[src/rtl/mseq_bit_source.sv]
// Programmable-rate m-sequence (PN5/7/9/15) bit source with load strobe and dibit output.
// Optional MSEQ_DIFF_EN: differential encoding of the emitted bit stream.
module mseq_bit_source #(
  parameter int DIV_W = 12
) (
  input  logic             clk,
  input  logic             rst,
  input  logic             en,
  input  logic [DIV_W-1:0] div,
  input  logic [1:0]       poly_sel,
  output logic             m,
  output logic             load,
  output logic             frame,
  output logic [1:0]       sym,
  output logic             sym_vld
);

  logic [14:0]      sr, mask, mask_new, sr_shift;
  logic [DIV_W-1:0] cnt;
  logic             ph;
  logic [1:0]       psel_q;
  logic             b, fb, all_ones, all_zero, reseed, tick, m_next;

  function automatic logic [14:0] width_mask(input logic [1:0] sel);
    case (sel)
      2'b00:   return 15'h001F;
      2'b01:   return 15'h007F;
      2'b10:   return 15'h01FF;
      default: return 15'h7FFF;
    endcase
  endfunction

  always_comb begin
    mask     = width_mask(psel_q);
    mask_new = width_mask(poly_sel);
    b        = sr[14];
    fb       = sr[14] ^ sr[13];
    case (psel_q)
      2'b00:   begin b = sr[4]; fb = sr[4] ^ sr[2]; end
      2'b01:   begin b = sr[6]; fb = sr[6] ^ sr[5]; end
      2'b10:   begin b = sr[8]; fb = sr[8] ^ sr[4]; end
      default: begin b = sr[14]; fb = sr[14] ^ sr[13]; end
    endcase
    // Masking keeps the inactive upper bits at zero after every shift.
    sr_shift = {sr[13:0], fb} & mask;
    all_ones = (sr & mask) == mask;
    all_zero = (sr & mask) == 15'h0000;
    reseed   = poly_sel != psel_q;
    tick     = en && (cnt == div) && !reseed && !all_zero;
  end

`ifdef MSEQ_DIFF_EN
  // Encoder state is kept apart from m so a reseed can clear it while m is held.
  logic enc;
  always_ff @(posedge clk) begin
    if (rst)         enc <= 1'b0;
    else if (reseed) enc <= 1'b0;
    else if (tick)   enc <= m_next;
  end
  assign m_next = enc ^ b;
`else
  assign m_next = b;
`endif

  always_ff @(posedge clk) begin
    if (rst) begin
      sr      <= width_mask(poly_sel);
      psel_q  <= poly_sel;
      cnt     <= '0;
      ph      <= 1'b0;
      m       <= 1'b0;
      load    <= 1'b0;
      frame   <= 1'b0;
      sym     <= 2'b00;
      sym_vld <= 1'b0;
    end else begin
      load    <= 1'b0;
      sym_vld <= 1'b0;
      if (reseed) begin
        psel_q <= poly_sel;
        sr     <= mask_new;
        cnt    <= '0;
        ph     <= 1'b0;
      end else begin
        if (all_zero) sr <= mask;
        // Lowering div below cnt lets cnt run through its max and wrap.
        if (en) cnt <= (cnt == div) ? '0 : cnt + DIV_W'(1);
        if (tick) begin
          sr    <= sr_shift;
          m     <= m_next;
          load  <= 1'b1;
          frame <= all_ones;
          ph    <= ~ph;
          if (ph) begin
            sym     <= {m, m_next};
            sym_vld <= 1'b1;
          end
        end
      end
    end
  end

endmodule
[config.mk]
export PLATFORM = sky130hd
export DESIGN_NAME = mseq_bit_source
export DESIGN_NICKNAME = d
export VERILOG_FILES = /design/src/rtl/mseq_bit_source.sv
export SDC_FILE = /design/constraint.sdc
export NUM_CORES = 1
export LEC_CHECK = 0
export BUFFER_PORTS_ARGS = -buffer_cell sky130_fd_sc_hd__clkbuf_2
export CAP_MARGIN = 20
export CORE_MARGIN = 10
export CORE_UTILIZATION = 51
export DETAILED_ROUTE_END_ITERATION = 8
export GPL_TIMING_DRIVEN = 0
export PLACE_DENSITY = 0.81
export SLEW_MARGIN = 0
export SYNTH_ARGS = -nofsm -noshare
export SYNTH_HDL_FRONTEND = slang
export SYNTH_SLANG_ARGS = --single-unit
[constraint.sdc]
create_clock -name clk -period 1.9 [get_ports clk]
set_input_delay 0.38 -clock clk [delete_from_list [all_inputs] [get_ports clk]]
set_output_delay 0.38 -clock clk [all_outputs]
set_load 0.01 [all_outputs]
==> results of run 1 <==
[cell families after synthesis]
kind of cell / count (synthesis) / synth area share
xor gates and xnor gates: 28 / 0.134
DFF: 36 / 0.485
AOI/OAI and AO/OA: 29 / 0.116
adders and majority gates: 1 / 0.00681
buffers and inverters: 9 / 0.0211
and+or+nand+nor: 78 / 0.215
muxes: 3 / 0.0232
[timing repair]
| action | CTS | global route |
|---|---|---|
| pin swaps | 9 | 10 |
| endpoints found under the hold margin | 0 | 0 |
| gates resized for setup | 36 | 15 |
| gates cloned | 2 | 2 |
| setup buffers | 8 | 12 |
| endpoints found under the setup margin | 39 | 47 |
[placed cells by master, fill, tap and decap left out, types with 2 or more instances in the layout]
cell	n
sky130_fd_sc_hd__a21oi_2	4
sky130_fd_sc_hd__nand2_1	17
sky130_fd_sc_hd__edfxtp_1	17
sky130_fd_sc_hd__xnor2_2	2
sky130_fd_sc_hd__clkbuf_1	3
sky130_fd_sc_hd__nor4_2	4
sky130_fd_sc_hd__o22a_1	2
sky130_fd_sc_hd__nor2_1	20
sky130_fd_sc_hd__nand3_4	3
sky130_fd_sc_hd__clkbuf_4	5
sky130_fd_sc_hd__o21ai_1	4
sky130_fd_sc_hd__nand2b_1	4
sky130_fd_sc_hd__buf_4	17
sky130_fd_sc_hd__xnor2_1	12
sky130_fd_sc_hd__clkbuf_2	22
sky130_fd_sc_hd__nand3_1	5
sky130_fd_sc_hd__and3_1	5
sky130_fd_sc_hd__dfxtp_1	8
sky130_fd_sc_hd__dfxtp_2	10
sky130_fd_sc_hd__mux2i_1	2
sky130_fd_sc_hd__a21oi_1	5
sky130_fd_sc_hd__nand4_1	12
sky130_fd_sc_hd__buf_6	6
sky130_fd_sc_hd__o211ai_1	2
sky130_fd_sc_hd__buf_12	2
sky130_fd_sc_hd__o31ai_1	4
sky130_fd_sc_hd__xor2_1	14
[report_power, final]
group / leakage [nW] / internal (mW) / switching (mW)
combinational: 0.551 / 0.107 / 0.128
sequential: 0.325 / 0.847 / 0.0375
clock: 0.0326 / 0.183 / 0.267
[critical path: stages, from the launching register on]
cell and delay, ps:
sky130_fd_sc_hd__dfxtp_2 400, sky130_fd_sc_hd__xnor2_2 120, sky130_fd_sc_hd__nand4_1 200, sky130_fd_sc_hd__or4_4 580
sky130_fd_sc_hd__buf_12 170, sky130_fd_sc_hd__nor4_2 150, sky130_fd_sc_hd__o21ai_1 100
[final cells by class]
class / instances / share of cell area
Buffer: 6 / 0.0250
Clock buffer: 8 / 0.0240
Inverter: 3 / 0.00561
Timing Repair inverter: 1 / 0.00306
Tap cell: 46 / 0.0234
Sequential cell: 36 / 0.370
Multi-Input combinational cell: 140 / 0.420
Timing Repair Buffer: 44 / 0.129
[path summary, 6_finish.rpt]
check                                    startpoint             endpoint  slack (ps)
worst max-delay path            cnt[7]$_SDFFE_PP0P_     sr[14]$_DFFE_PP_         -90
worst min-delay path                            rst       m$_SDFFE_PP0P_         270
worst min register to register  sym[0]$_SDFFE_PP0P_  sym[0]$_SDFFE_PP0P_         480
worst max register to register  cnt[7]$_SDFFE_PP0P_     sr[14]$_DFFE_PP_         -90
[layer usage]
layer	part of all wire	vias up	routed length, um	global-route usage
li1	-	782	-	-
met1	0.41	779	2100	0.165
met2	0.51	58	2590	0.231
met3	0.064	11	325	0.0552
met4	0.018	0	93	0.0475
met5	0	-	0	0
[state kept, by name, summed over array words and instances, names as in the netlist]
register,cells
sym_vld,1
load,1
sym,2
sr,15
psel_q,2
cnt,12
ph,1
m,1
frame,1
==> run summary, run 1 <==
Final Hold Fails: 0
Placed cell count: 252
Number of buffers added to fix hold violations after cts: 0
Wire length reported by the detailed router: 5110 um
Share of layout cells above drive strength 1: 0.382
Synth Register Bits: 36
Total inserted antenna cells: 0
Violations in the final reports: negative setup slack
Total number of vias: 1,630
Filler Cell Count: 251
Clock latency reported for the late side of the worst-skew pair: 370 ps
Synth warn: 0
Final-layout worst hold slack: 269 ps
Final worst-path cycle share: 1.05
IO Pins: 23
Area Growth Syn to Fin: 33.7%
Final-report setup violation count: 31
Clock root buffer: sky130_fd_sc_hd__clkbuf_4
Number of buffers on the longest clock path: 2
Per-cell via count in the routed design: 5.74
Final setup skew: 25.8 ps
Status: finished, violations left
Average instance area after synthesis: 9.98 um^2
Die Area: 6400 um^2
Pwr Total: 1.57 mW
X dimension of the die: 80.0 um
Aggregate global routing overflow: 0
Post-route minimum period: 1990 ps
Worst Path Required: 2000 ps
Inserted Clock Buffers: 5
Global-route wire length before repair: 7090 um
Final setup margin: -90.0 ps
Asr flop ratio synth: 0
Number of instances in the synthesized netlist: 184
Fraction of the core area covered by cells at the end of the flow: 0.719
Final max-slew violation count: 0
Via count of the first global-routing pass: 1,505
# clock sinks: 36
Largest area contributor in the synthesized netlist: sky130_fd_sc_hd__edfxtp_1
Number of different library cells in the post-synthesis netlist: 38
Die boundary height: 80.0 um
CTS HTree Levels: 2
Area contributors post-synth: sky130_fd_sc_hd__edfxtp_1 (28%), sky130_fd_sc_hd__dfxtp_1 (21%), sky130_fd_sc_hd__xnor2_1 (6.7%)
Number of cells on the worst hold path: 2
Most frequent cell after synthesis: sky130_fd_sc_hd__nor2_1
Post-Route Setup TNS: -1660 ps
Placed Area: 2010 um^2
Dpl ws: -298 ps
Highest clock frequency the design can meet: 503 MHz
Peak VDD IR: 354 uV
Multi-input gate area: 1030 um^2
Final cell count without fillers: 284
Std-Cell Core Area: 3420 um^2
DRT iter0 DRCs: 202
Antenna violations before repair: 0
Sequential cell area fraction in the yosys report: 0.485
Primary flip-flop cell chosen by synthesis mapping: sky130_fd_sc_hd__dfxtp_1
Post-layout net count: 255
Relative slew slack: 0.650
Kind of critical path: register to register
List of most frequent post-synthesis cells: sky130_fd_sc_hd__nor2_1 (21), sky130_fd_sc_hd__dfxtp_1 (19), sky130_fd_sc_hd__nand2_1 (18)
Final cell area excluding filler cells: 2450 um^2
Worst-path clk slew: 120 ps
Starting utilization of the core area: 0.538
Register cell area after layout: 907 um^2
Drt pass-1 iters: 4
Synth top area share: 0.278
Netlist area before placement: 1840 um^2
Reg2Reg Depth: 6
Estimated wirelength of the detail-placed design: 2790 um
Max_cap viols: 0
Clock tree from TritonCTS: built
Crit path DAT: 2090 ps
Number of enable flip-flop cells after synthesis: 17
Kind of launch point of the worst setup path: register
Maximum number of pins on one net before global-route repair: 12
Slew at the pin closest to its max-slew limit: 524 ps
Standard-cell rows: 21
RSZ-0062 raised after global routing: true
Synthesized net count: 202
Global placement routability congestion: 0.840
Avg WL per Cell: 18.0 um
Hold Path Class: primary input to register
Power density over cell area: 639 nW/um^2
Leak pwr: 0.908 nW
Total GRT Usage: 0.142
Kind of end point of the critical path: register
Antenna Violating Nets Remaining: 0
Critical-path maximum fanout: 6
Port Buf Inserts: 22
Residual DRC count: 0
No activity file was read; power rests on OpenSTA's default activity.
==> inputs of run 2 (changes only) <==
--- a/config.mk
+++ b/config.mk
@@ -11,7 +11,8 @@
 export CORE_UTILIZATION = 51
 export DETAILED_ROUTE_END_ITERATION = 8
 export GPL_TIMING_DRIVEN = 0
-export PLACE_DENSITY = 0.81
+export MAX_ROUTING_LAYER = met4
+export PLACE_DENSITY = 0.74
 export SLEW_MARGIN = 0
 export SYNTH_ARGS = -nofsm -noshare
 export SYNTH_HDL_FRONTEND = slang
==> run summary, run 2 (synthesized netlist as in run 1, its figures left out) <==
Final-layout worst hold slack: 301 ps (+31.9 ps)
Sequential cell fraction of total power: 0.557 (-0.007)
Clock group share of total power: 0.273 (-0.013)
Via count of the first global-routing pass: 1,625 (+8.0%)
Final max-slew violation count: 0 (unchanged)
Multi-input gate area: 1080 um^2 (+5.1%)
Max_cap viols: 0 (unchanged)
Power dissipated by switching net loads: 436 uW (+0.87%)
Part of the total power dissipated in combinational logic: 0.169 (+0.019)
Drt pass-1 iters: 5 (+1)
Number of buffers on the longest clock path: 2 (unchanged)
Status: finished, violations left
Worst-path clk slew: 110 ps (about the same)
Leak pwr: 0.902 nW (-0.72%)
Power density over cell area: 645 nW/um^2 (+0.99%)
Post-layout net count: 252 (-1.2%)
Highest clock frequency the design can meet: 495 MHz (-1.5%)
Standard-cell rows: 21 (unchanged)
Final setup skew: 16.2 ps (-9.55 ps)
Register cell area after layout: 903 um^2 (-0.41%)
RSZ-0062 raised after global routing: true
Post-Route Setup TNS: -1230 ps (+428 ps)
Area Growth Syn to Fin: 34.0%
Pwr Total: 1.59 mW (+1.2%)
Port Buf Inserts: 22 (unchanged)
Total inserted antenna cells: 0 (unchanged)
Slew at the pin closest to its max-slew limit: 576 ps (+51.5 ps)
Total number of vias: 1,757 (+7.8%)
Starting utilization of the core area: 0.538 (unchanged)
Wire length reported by the detailed router: 5290 um (+3.6%)
Inserted Clock Buffers: 5 (unchanged)
Internal power consumption: 1.15 mW (+1.4%)
Reg with most FFs: sr
Commonest non-fill, non-tap cells in the layout: sky130_fd_sc_hd__clkbuf_2 (22), sky130_fd_sc_hd__nor2_1 (21), sky130_fd_sc_hd__nand2_1 (17), sky130_fd_sc_hd__edfxtp_1 (17), sky130_fd_sc_hd__buf_4 (15)
Aggregate global routing overflow: 0 (unchanged)
Crit path DAT: 2120 ps (+30 ps)
Share of layout cells above drive strength 1: 0.400 (+0.0176)
Estimated wirelength of the detail-placed design: 2940 um (+5.4%)
Clock root buffer: sky130_fd_sc_hd__clkbuf_4
Largest registers: sr x15, cnt x12
Die boundary height: 80.0 um (unchanged)
IO Pins: 23 (unchanged)
Filler Cell Count: 240 (-4.4%)
DRT iter0 DRCs: 277 (+37%)
Total GRT Usage: 0.153 (+0.0109)
Global placement routability congestion: 0.886 (+5.6%)
Most common cell after layout, fill and taps aside: sky130_fd_sc_hd__clkbuf_2
Clock latency reported for the late side of the worst-skew pair: 350 ps (-20 ps)
Number of flip-flops in the largest register: 15 (unchanged)
Maximum number of pins on one net before global-route repair: 12 (unchanged)
Post-route minimum period: 2020 ps (+30.2 ps)
Hold Path Class: primary input to register
Fraction of the core area covered by cells at the end of the flow: 0.721 (+0.00183)
Per-cell via count in the routed design: 6.25 (+8.9%)
Antenna Violating Nets Remaining: 0 (unchanged)
Final Hold Fails: 0 (unchanged)
Clock tree from TritonCTS: built
Kind of critical path: register to register
CTS HTree Levels: 2 (unchanged)
Antenna violations before repair: 0 (unchanged)
Kind of end point of the critical path: register
Peak VDD IR: 539 uV (+52%)
Critical-path maximum fanout: 11 (+5)
Avg WL per Cell: 18.8 um (+4.7%)
Final-report setup violation count: 33 (+6.5%)
Global-route wire length before repair: 7620 um (+7.4%)
Std-Cell Core Area: 3420 um^2 (unchanged)
Relative slew slack: 0.616 (-0.0343)
Sw Ratio: 0.274 (-0.00104)
Worst Path Required: 2000 ps (about the same)
X dimension of the die: 80.0 um (unchanged)
# clock sinks: 36 (unchanged)
Die Area: 6400 um^2 (unchanged)
Kind of launch point of the worst setup path: register
Violations in the final reports: negative setup slack
Residual DRC count: 0 (unchanged)
Dpl ws: -312 ps (-13.8 ps)
Final worst-path cycle share: 1.06 (+0.0159)
Final setup margin: -120 ps (-30.2 ps)
==> run 2: metrics by stage <==
| step | cell area [um^2] | cells |
|---|---|---|
| 2_1_floorplan | 1840 | 184 |
| 3_3_place_gp | 2010 | 252 |
| 3_5_place_dp | 2010 | 252 |
| 4_1_cts | 2310 | 274 |
| 5_1_grt | 2460 | 281 |
| 6_report | 2460 | 281 |
==> run 2: final cells by class <==
cell class	instances	area share
plain buffers	6	0.0229
multi-input cells	140	0.441
inverters	3	0.00661
clock buffers	8	0.0239
flip-flops and latches	36	0.367
repair inverters	1	0.00305
well taps	46	0.0234
repair buffers	41	0.112
==> run 2: final timing paths <==
kind,from,endpoint,slack [ps],depth (start not counted)
worst max-delay path,cnt[8]$_SDFFE_PP0P_,sr[7]$_DFFE_PP_,-120,6
worst min-delay path,rst,frame$_SDFFE_PP0P_,300,2
worst min register to register,frame$_SDFFE_PP0P_,frame$_SDFFE_PP0P_,480,2
worst max register to register,cnt[8]$_SDFFE_PP0P_,sr[7]$_DFFE_PP_,-120,6
==> run 2: what timing repair did <==
item | CTS | global route
setup endpoints to repair | 45 | 45
gates resized for setup | 34 | 22
gates cloned | 2 | 0
buffers inserted | 12 | 7
pin swaps | 13 | 6
hold buffers | 0 | 0
==> run 2: power by group through the flow <==
stage / Combinational (mW) / Clock [mW] / Sequential [mW]
floorplan: 0.114 / 0 / 0.885
global placement: 0.160 / 0 / 0.894
detailed placement: 0.165 / 0 / 0.895
CTS: 0.209 / 0.434 / 0.877
global route: 0.285 / 0.470 / 0.887
finish: 0.269 / 0.434 / 0.885
==> run 2: critical path: stages (launching register included) <==
cell                      delay, ps
sky130_fd_sc_hd__dfxtp_2        420
sky130_fd_sc_hd__xnor2_2        130
sky130_fd_sc_hd__nand4_1        140
sky130_fd_sc_hd__or4_4          560
sky130_fd_sc_hd__buf_8          180
sky130_fd_sc_hd__nor4_1         250
sky130_fd_sc_hd__o21ai_1        100
==> run 2: per-layer routing <==
layer / global-route usage / vias up / wire (um)
met5: - / - / 0
met4: 0.0651 / 0 / 194
met3: 0.0450 / 25 / 394
met2: 0.251 / 105 / 2660
met1: 0.167 / 853 / 2040
li1: - / 774 / -
